--- src/rtl/div_seq.sv ---
// Multi-cycle restoring divider for the EXM stage: one quotient bit per cycle,
// signed handled by magnitude division plus sign fix-up, flushable at any point.
module div_seq #(
    parameter int WIDTH = 32,
    parameter int CNT_W = 5
) (
    input  logic             clk,
    input  logic             reset,
    input  logic             req_valid,
    output logic             req_ready,
    input  logic             is_unsigned,
    input  logic             use_mod,
    input  logic [WIDTH-1:0] src1,
    input  logic [WIDTH-1:0] src2,
    input  logic             flush,
    output logic             res_valid,
    input  logic             res_ready,
    output logic [WIDTH-1:0] result,
    output logic             busy
);

    typedef enum logic [2:0] {
        IDLE = 3'd0,
        PREP = 3'd1,
        CALC = 3'd2,
        FIX  = 3'd3,
        DONE = 3'd4
    } state_t;

    state_t           state;
    logic [WIDTH-1:0] a_reg;
    logic [WIDTH-1:0] b_reg;
    logic [WIDTH-1:0] rem_reg;
    logic [WIDTH-1:0] quo_reg;
    logic [WIDTH-1:0] result_reg;
    logic             uns_reg;
    logic             mod_reg;
    logic             q_neg;
    logic             r_neg;
    logic             res_valid_reg;
    logic [CNT_W-1:0] cnt;

    logic [WIDTH-1:0] a_abs;
    logic [WIDTH-1:0] b_abs;
    logic [WIDTH:0]   shifted;
    logic [WIDTH:0]   diff;
    logic [WIDTH-1:0] rem_fixed;
    logic [WIDTH-1:0] quo_fixed;

    always_comb begin
        a_abs     = (!uns_reg && a_reg[WIDTH-1]) ? (~a_reg + 1'b1) : a_reg;
        b_abs     = (!uns_reg && b_reg[WIDTH-1]) ? (~b_reg + 1'b1) : b_reg;
        // Partial remainder is always below the divisor, so WIDTH+1 bits never overflow.
        shifted   = {rem_reg, quo_reg[WIDTH-1]};
        diff      = shifted - {1'b0, b_reg};
        rem_fixed = r_neg ? (~rem_reg + 1'b1) : rem_reg;
        quo_fixed = q_neg ? (~quo_reg + 1'b1) : quo_reg;
    end

    always_ff @(posedge clk or posedge reset) begin
        if (reset) begin
            state         <= IDLE;
            a_reg         <= '0;
            b_reg         <= '0;
            rem_reg       <= '0;
            quo_reg       <= '0;
            result_reg    <= '0;
            uns_reg       <= 1'b0;
            mod_reg       <= 1'b0;
            q_neg         <= 1'b0;
            r_neg         <= 1'b0;
            res_valid_reg <= 1'b0;
            cnt           <= '0;
        end else if (flush) begin
            state         <= IDLE;
            res_valid_reg <= 1'b0;
        end else begin
            case (state)
                IDLE: begin
                    if (req_valid) begin
                        a_reg   <= src1;
                        b_reg   <= src2;
                        uns_reg <= is_unsigned;
                        mod_reg <= use_mod;
                        state   <= PREP;
                    end
                end
                PREP: begin
                    if (b_reg == '0) begin
                        // Divide-by-zero still passes through FIX so its result lands one cycle later.
                        quo_reg <= '1;
                        rem_reg <= a_reg;
                        q_neg   <= 1'b0;
                        r_neg   <= 1'b0;
                        state   <= FIX;
                    end else begin
                        quo_reg <= a_abs;
                        b_reg   <= b_abs;
                        rem_reg <= '0;
                        q_neg   <= !uns_reg && (a_reg[WIDTH-1] ^ b_reg[WIDTH-1]);
                        r_neg   <= !uns_reg && a_reg[WIDTH-1];
                        cnt     <= '0;
                        state   <= CALC;
                    end
                end
                CALC: begin
                    if (!diff[WIDTH]) begin
                        rem_reg <= diff[WIDTH-1:0];
                        quo_reg <= {quo_reg[WIDTH-2:0], 1'b1};
                    end else begin
                        rem_reg <= shifted[WIDTH-1:0];
                        quo_reg <= {quo_reg[WIDTH-2:0], 1'b0};
                    end
                    cnt <= cnt + 1'b1;
                    if (cnt == CNT_W'(WIDTH - 1)) begin
                        state <= FIX;
                    end
                end
                FIX: begin
                    result_reg    <= mod_reg ? rem_fixed : quo_fixed;
                    res_valid_reg <= 1'b1;
                    state         <= DONE;
                end
                DONE: begin
                    if (res_ready) begin
                        res_valid_reg <= 1'b0;
                        state         <= IDLE;
                    end
                end
                default: begin
                    state <= IDLE;
                end
            endcase
        end
    end

    assign req_ready = (state == IDLE) && !flush;
    assign busy      = (state != IDLE);
    assign res_valid = res_valid_reg;
    assign result    = result_reg;

endmodule
--- config.mk ---
export PLATFORM = sky130hd
export DESIGN_NAME = div_seq
export DESIGN_NICKNAME = d
export VERILOG_FILES = /design/src/rtl/div_seq.sv
export SDC_FILE = /design/constraint.sdc
export NUM_CORES = 1
export LEC_CHECK = 0
export CAP_MARGIN = 25
export CORE_MARGIN = 4
export CORE_UTILIZATION = 59
export DETAILED_ROUTE_END_ITERATION = 8
export DONT_BUFFER_PORTS = 1
export PLACE_DENSITY = 0.86
export SYNTH_ARGS = -nofsm -noshare
export SYNTH_HDL_FRONTEND = slang
export SYNTH_SLANG_ARGS = --single-unit
--- constraint.sdc ---
create_clock -name clk -period 5.6 [get_ports clk]
set_input_delay 1.12 -clock clk [delete_from_list [all_inputs] [get_ports clk]]
set_output_delay 1.12 -clock clk [all_outputs]
set_load 0.02 [all_outputs]
==> results.sh, run 1 <==
export IMPL_synth_area_leaders="dfrtp_1 (35%), nand2_1 (8.9%), o21ai_0 (6.6%)"
export IMPL_clock_skew_ns=0.0168
export IMPL_async_reset_ff_share_pct=100
export IMPL_worst_pin_slew_ns=1.06
export IMPL_fin_crit_sh_pct=70.2
export IMPL_post_drt_wl_per_cell_um=20.4
export IMPL_worstHoldPathCells=2
export IMPL_rr_startpoint="b_reg[1]"
export IMPL_maxCapViolations=0
export IMPL_power_density_nw_per_um2=611
export IMPL_area_growth_pct=5.53
export IMPL_antennaDiodeCount=0
export IMPL_antenna_left=0
export IMPL_timing_reg2reg_setup_slack_ns=1.67
export IMPL_ys_seq_elements=173
export IMPL_htree_levels=4
export IMPL_grt_max_degree=147
export IMPL_critical_path_top_delay_family="simple AND/OR/NAND/NOR gates"
export IMPL_worstPathRequired_ns=5.98
export IMPL_cts_resized_gates=0
export IMPL_ys_warnings_count=0
export IMPL_ys_seq_area_share_pct=35.2
export IMPL_drc=0
export IMPL_status="finished clean"
export IMPL_fin_crit_ns=3.93
export IMPL_ios=106
export IMPL_cp_slowest_cell="or3_1"
export IMPL_r2r_cells=11
export IMPL_cp_start_kind="flip-flop"
export IMPL_rsz0062_at_grt="false"
export IMPL_grt_pass1_wl_um=59200
export IMPL_wirelength_um=36600
export IMPL_synth_area_um2=12300
export IMPL_drt_pre_antenna_iters=6
export IMPL_grt_pass1_vias=11300
export IMPL_grt_remaining_overflow=0
export IMPL_slowest_delay_ns=0.73
export IMPL_ys_types=70
export IMPL_max_vdd_ir_drop_mv=0.290
export IMPL_rows=52
export IMPL_nNetsFinal=1618
export IMPL_gp_congestion=0.973
export IMPL_hp_start="cnt[4]"
export IMPL_vias_per_cell=6.72
export IMPL_post_cts_buffers=0
export IMPL_worstSetupPathType="reg2reg"
export IMPL_syn_nets=1686
export IMPL_antenna_found_initial=0
export IMPL_crit_buf_inv=1
export IMPL_worst_r2r_endpoint="rem_reg[23]"
export IMPL_p_leak_nw=5.44
export IMPL_finalHoldViolCount=0
export IMPL_clock_sinks=173
export IMPL_setup_tns_ns=0
export IMPL_crit_chain="inv_1 -> ha_1 -> or3b_2 -> or3_1 -> nor4_4 -> nand3_1 -> or3_1 -> nor2_4 -> a21oi_1 -> nor2_1 -> a311o_1"
export IMPL_core_area_um2=20400
export IMPL_avgSynthCellArea_um2=7.80
export IMPL_hold_end="cnt[4]"
export IMPL_tritoncts="yes"
export IMPL_clk_latency_ns=0.45
export IMPL_crit_top_cell="or3_1"
export IMPL_hpwl_um=25900
export IMPL_arrival_ns=4.31
export IMPL_drt_initial_drc_count=1686
export IMPL_cts_root_buf="clkbuf_16"
export IMPL_numPortBuffers=0
export IMPL_yosys_area_top_type="dfrtp_1"
export IMPL_timing_slew_headroom_pct=29.4
export IMPL_die_h_um=152
export IMPL_synthFlopType="dfrtp_1"
export IMPL_cts_buffers=17
export IMPL_drv_slew=0
export IMPL_synth_largest_type_area_fraction_pct=35.2
export IMPL_final_area_um2=13000
export IMPL_placed_area_um2=12400
export IMPL_synth_edf_count=0
export IMPL_max_freq_mhz=254
export IMPL_cts_hold_buf=0
export IMPL_setup_viol=0
export IMPL_drive_gt1_share_pct=4.93
export IMPL_cts_max_path_buffers=2
export IMPL_endpoint_kind="flip-flop"
export IMPL_synthCells=1576
export IMPL_grtUsageTotal_pct=30.9
export IMPL_die_area_um2=23200
export IMPL_crit_fanout=19
export IMPL_fp_dieW_um=152
export IMPL_worstHoldPathType="reg2reg"
export IMPL_clkTransAtPathRegs_ns=0.07
export IMPL_initial_core_util_pct=60.3
export IMPL_vias=12000
==> Yosys cell counts, drive strengths merged (19+ instances only) <==
library cell and instances:
o31ai 27, clkbuf 86, nand2 290, o22ai 19, nand3 29, a31oi 40, o21ai 163, xor2 61
ha 38, dfrtp 173, nor2 90, xnor2 53, a21oi 145, inv 50, nor3 50
==> area by class of cell <==
cell class / count / area (um2)
tap: 270 / 338
sequential: 173 / 4330
fill: 1732 / 7400
multi-input combinational: 1252 / 7390
inverter: 50 / 191
timing repair buffer: 14 / 138
clock inverter: 13 / 150
clock buffer: 19 / 433
==> power breakdown <==
group | internal [W] | switching (W)
Sequential | 0.00174 | 0.000958
Clock | 0.000668 | 0.000554
Combinational | 0.00160 | 0.00241
==> cell usage in the layout (no fill, tap or decap), types with 40 or more instances in the layout <==
master	count
dfrtp_1	173
inv_1	49
a31oi_1	40
nor2_1	88
xnor2_1	53
a21oi_1	145
nor3_1	47
nand2_1	290
xor2_1	61
o21ai_0	162
==> worst reg2reg max path: stages (launching register included) <==
cell and delay (ns):
dfrtp_1 0.44, inv_1 0.12, ha_1 0.20, or3b_2 0.47, or3_1 0.44, nor4_4 0.31
nand3_1 0.20, or3_1 0.73, nor2_4 0.55, a21oi_1 0.15, nor2_1 0.14, a311o_1 0.12
==> through the flow <==
step | instances | hold slack (ns) | worst slack [ns] | utilization (%) | power (W)
2_1_floorplan | 1576 | 0.482 | 2.22 | - | 0.00548
5_1_grt | 1791 | 0.579 | 1.47 | 63.7 | 0.00847
6_report | 1791 | 0.548 | 1.67 | 63.7 | 0.00793
4_1_cts | 1790 | 0.551 | 1.76 | 63.5 | 0.00779
3_3_place_gp | 1758 | 0.512 | 1.89 | 60.7 | 0.00643
3_5_place_dp | 1758 | 0.540 | 1.75 | 60.7 | 0.00654
==> logic make-up (layout without fill, tap and decap cells) <==
logic type      Yosys count  after routing  share of synthesized area [%]
compound gates          492            492                           24.0
xor+xnor                114            114                           8.13
fa+ha+maj                39             39                           4.03
buf+inv                 151             96                           4.78
flops                   173            173                           35.2
mux                      17             17                           1.46
simple gates            590            590                           22.4
==> worst max path at each step <==
stage                     startpoint  cells after the start     endpoint  slack (ns)
after global placement      b_reg[1]                     11  rem_reg[28]        1.89
after global routing        b_reg[1]                     11  rem_reg[28]        1.47
final                       b_reg[1]                     11  rem_reg[23]        1.67
after floorplan            b_reg[13]                     13   rem_reg[6]        2.22
after detailed placement    b_reg[1]                     11  rem_reg[28]        1.75
after CTS                   b_reg[1]                     11  rem_reg[28]        1.76
==> per-layer routing <==
layer  track usage (%)  wire, um  share of wire [%]  vias up
li1                  -         -                  -     5501
met1              40.9     14300                 39     5646
met2              49.5     17100                 47      724
met3              5.51      3250                8.9      162
met4              14.9      1920                5.2        0
met5                 0         0                  0        -
No activity file was read; power rests on OpenSTA's default activity.
==> run 2, diff against run 1 <==
==> constraint.sdc (replaced) <==
create_clock -name clk -period 3.2 [get_ports clk]
set_input_delay 0.64 -clock clk [delete_from_list [all_inputs] [get_ports clk]]
set_output_delay 0.64 -clock clk [all_outputs]
set_load 0.02 [all_outputs]
==> run 2 against run 1 <==
  * The run now ends with setup timing left
  * Combinational power grew 120%
  * Design area grew 10%
  * Flip-flop and latch count is the same
  * Register-to-register slack lost 1.7 ns
  * Count of clock-buffer cells in the layout shrank 1
  * Sequential share of layout area shrank 3.1 points
  * Clock power grew 80%
  * Hold slack lost 0.34 ns
  * Non-clock buffer count grew 108
  * Maximum frequency grew 22%
  * Critical path type unchanged
  * Highest routed layer unchanged
==> results.sh, run 2 (synthesis results as in run 1) <==
export IMPL_cts_root_buf="clkbuf_16"
export IMPL_tritoncts="yes"
export IMPL_rows=52
export IMPL_clock_skew_ns=0.0173
export IMPL_drt_initial_drc_count=1837
export IMPL_vias_per_cell=6.72
export IMPL_grtUsageTotal_pct=32.5
export IMPL_cts_max_path_buffers=2
export IMPL_antennaDiodeCount=0
export IMPL_layout_common_cells="nand2_1 (289), dfrtp_1 (166), o21ai_0 (151), a21oi_1 (137), buf_4 (108)"
export IMPL_endpoint_kind="flip-flop"
export IMPL_fin_crit_sh_pct=100
export IMPL_cp_start_kind="flip-flop"
export IMPL_fin_crit_ns=3.21
export IMPL_crit_fanout=8
export IMPL_post_place_cells=1838
export IMPL_max_vdd_ir_drop_mv=0.639
export IMPL_drive_gt1_share_pct=15.3
export IMPL_grt_pass1_wl_um=62100
export IMPL_clk_latency_ns=0.46
export IMPL_wirelength_um=40300
export IMPL_grt_use_met1_pct=41.8
export IMPL_cts_hold_buf=0
export IMPL_status="finished with violations"
export IMPL_n_fill_cell=1452
export IMPL_finalNonFillerCells=1899
export IMPL_mostFrequentLayoutCell="nand2_1"
export IMPL_use_met3_pct=6.45
export IMPL_grt_remaining_overflow=0
export IMPL_area_growth_pct=16.5
export IMPL_rsz0062_at_grt="true"
export IMPL_die_h_um=152
export IMPL_initial_core_util_pct=60.3
export IMPL_grtUsageMet2_pct=52.8
export IMPL_grt_busiest_layer="met2"
export IMPL_violations="setup timing"
export IMPL_finalHoldViolCount=0
export IMPL_ios=106
export IMPL_worstPathRequired_ns=3.50
export IMPL_cts_buffers=17
export IMPL_grt_pass1_vias=11900
export IMPL_setup_viol=1
export IMPL_drv_slew=0
export IMPL_worstSetupPathType="reg2reg"
export IMPL_nNetsFinal=1726
export IMPL_worst_pin_slew_ns=1.04
export IMPL_arrival_ns=3.51
export IMPL_fin_ws_ns=-0.0146
export IMPL_die_area_um2=23200
export IMPL_worstHoldPathType="in2async"
export IMPL_post_drt_wl_per_cell_um=21.2
export IMPL_grt_max_degree=74
export IMPL_power_density_nw_per_um2=1100
export IMPL_numPortBuffers=0
export IMPL_hpwl_um=27300
export IMPL_timing_slew_headroom_pct=30.9
export IMPL_vias=12800
export IMPL_hold_worst_slack_ns=0.210
export IMPL_drt_pre_antenna_iters=8
export IMPL_core_area_um2=20400
export IMPL_fp_dieW_um=152
export IMPL_clkTransAtPathRegs_ns=0.07
export IMPL_maxCapViolations=0
export IMPL_drc=0
export IMPL_max_freq_mhz=311
export IMPL_antenna_found_initial=0
export IMPL_clock_sinks=173
export IMPL_antenna_left=0
export IMPL_htree_levels=4
export IMPL_p_leak_nw=6.06
export IMPL_gp_congestion=0.996
==> run 2: cell types whose count changed in the layout (fill, tap and decap cells not counted), moves of 7 or more <==
cell,before,now
a21oi_1,145,137
o21ai_0,162,151
o21ai_1,1,10
dfrtp_1,173,166
dfrtp_2,0,7
buf_4,12,108
ha_4,0,7
ha_1,38,28
==> run 2: layer usage <==
metal | wire [um] | vias to the layer above | share of wire (%)
met5 | 0 | - | 0
met4 | 2610 | 0 | 6.5
met3 | 4140 | 238 | 10
met2 | 18700 | 896 | 46
met1 | 14800 | 5903 | 37
li1 | - | 5726 | -
==> run 2: power by group <==
| group | internal, W | switching [W] |
|---|---|---|
| clock | 0.00114 | 0.00105 |
| combinational | 0.00394 | 0.00501 |
| sequential | 0.00306 | 0.00160 |
==> run 2: what timing repair did <==
| action | in CTS | in global routing |
|---|---|---|
| gates cloned | 2 | 0 |
| pin swaps | 5 | 22 |
| gates resized for setup | 25 | 72 |
| setup buffers | 13 | 16 |
| setup endpoints to repair | 9 | 56 |
==> run 2: final cells by class <==
class                           instances  area (um2)  area share [%]
Clock inverter                         14         170            1.19
Timing Repair Buffer                  122        1060            7.39
Multi-Input combinational cell       1252        7780            54.4
Inverter                               50         191            1.34
Clock buffer                           18         439            3.07
Tap cell                              270         338            2.36
Sequential cell                       173        4340            30.3
==> run 2: worst paths after layout <==
kind,startpoint,endpoint,slack [ns],depth (start not counted)
worst max-delay path,b_reg[13],rem_reg[11],-0.01,15
worst max register to register,b_reg[13],rem_reg[11],-0.01,15
min in group clk,flush,state[2],0.26,1
worst min register to register,b_reg[9],b_reg[9],0.55,1
worst min-delay path,reset,b_reg[8],0.21,1
max in group asynchronous,reset,b_reg[25],2.13,2
==> run 2: through the flow <==
step                      setup TNS (ns)  utilization (%)  cell area (um2)  total power, W  setup WS [ns]
after floorplan                        0                -            12300         0.00964        0.00777
after global placement                 0             64.0            13000          0.0119          0.121
after detailed placement          -0.147             64.0            13000          0.0121        -0.0576
after CTS                        -0.0143             68.3            13900          0.0148        -0.0142
after global routing              -0.854             70.3            14300          0.0167         -0.105
final                            -0.0146             70.3            14300          0.0158        -0.0146
==> run 2: worst max-delay path, stage by stage (launching register included) <==
cell      delay, ns
dfrtp_1        0.41
inv_2          0.13
ha_4           0.23
a21oi_4        0.20
o21ai_4        0.08
or4_4          0.50
a31o_4         0.24
nand3b_1       0.12
buf_6          0.13
buf_4          0.10
buf_4          0.09
a21o_1         0.16
buf_6          0.17
a31oi_4        0.09
a311oi_2       0.32
o21ai_1        0.11
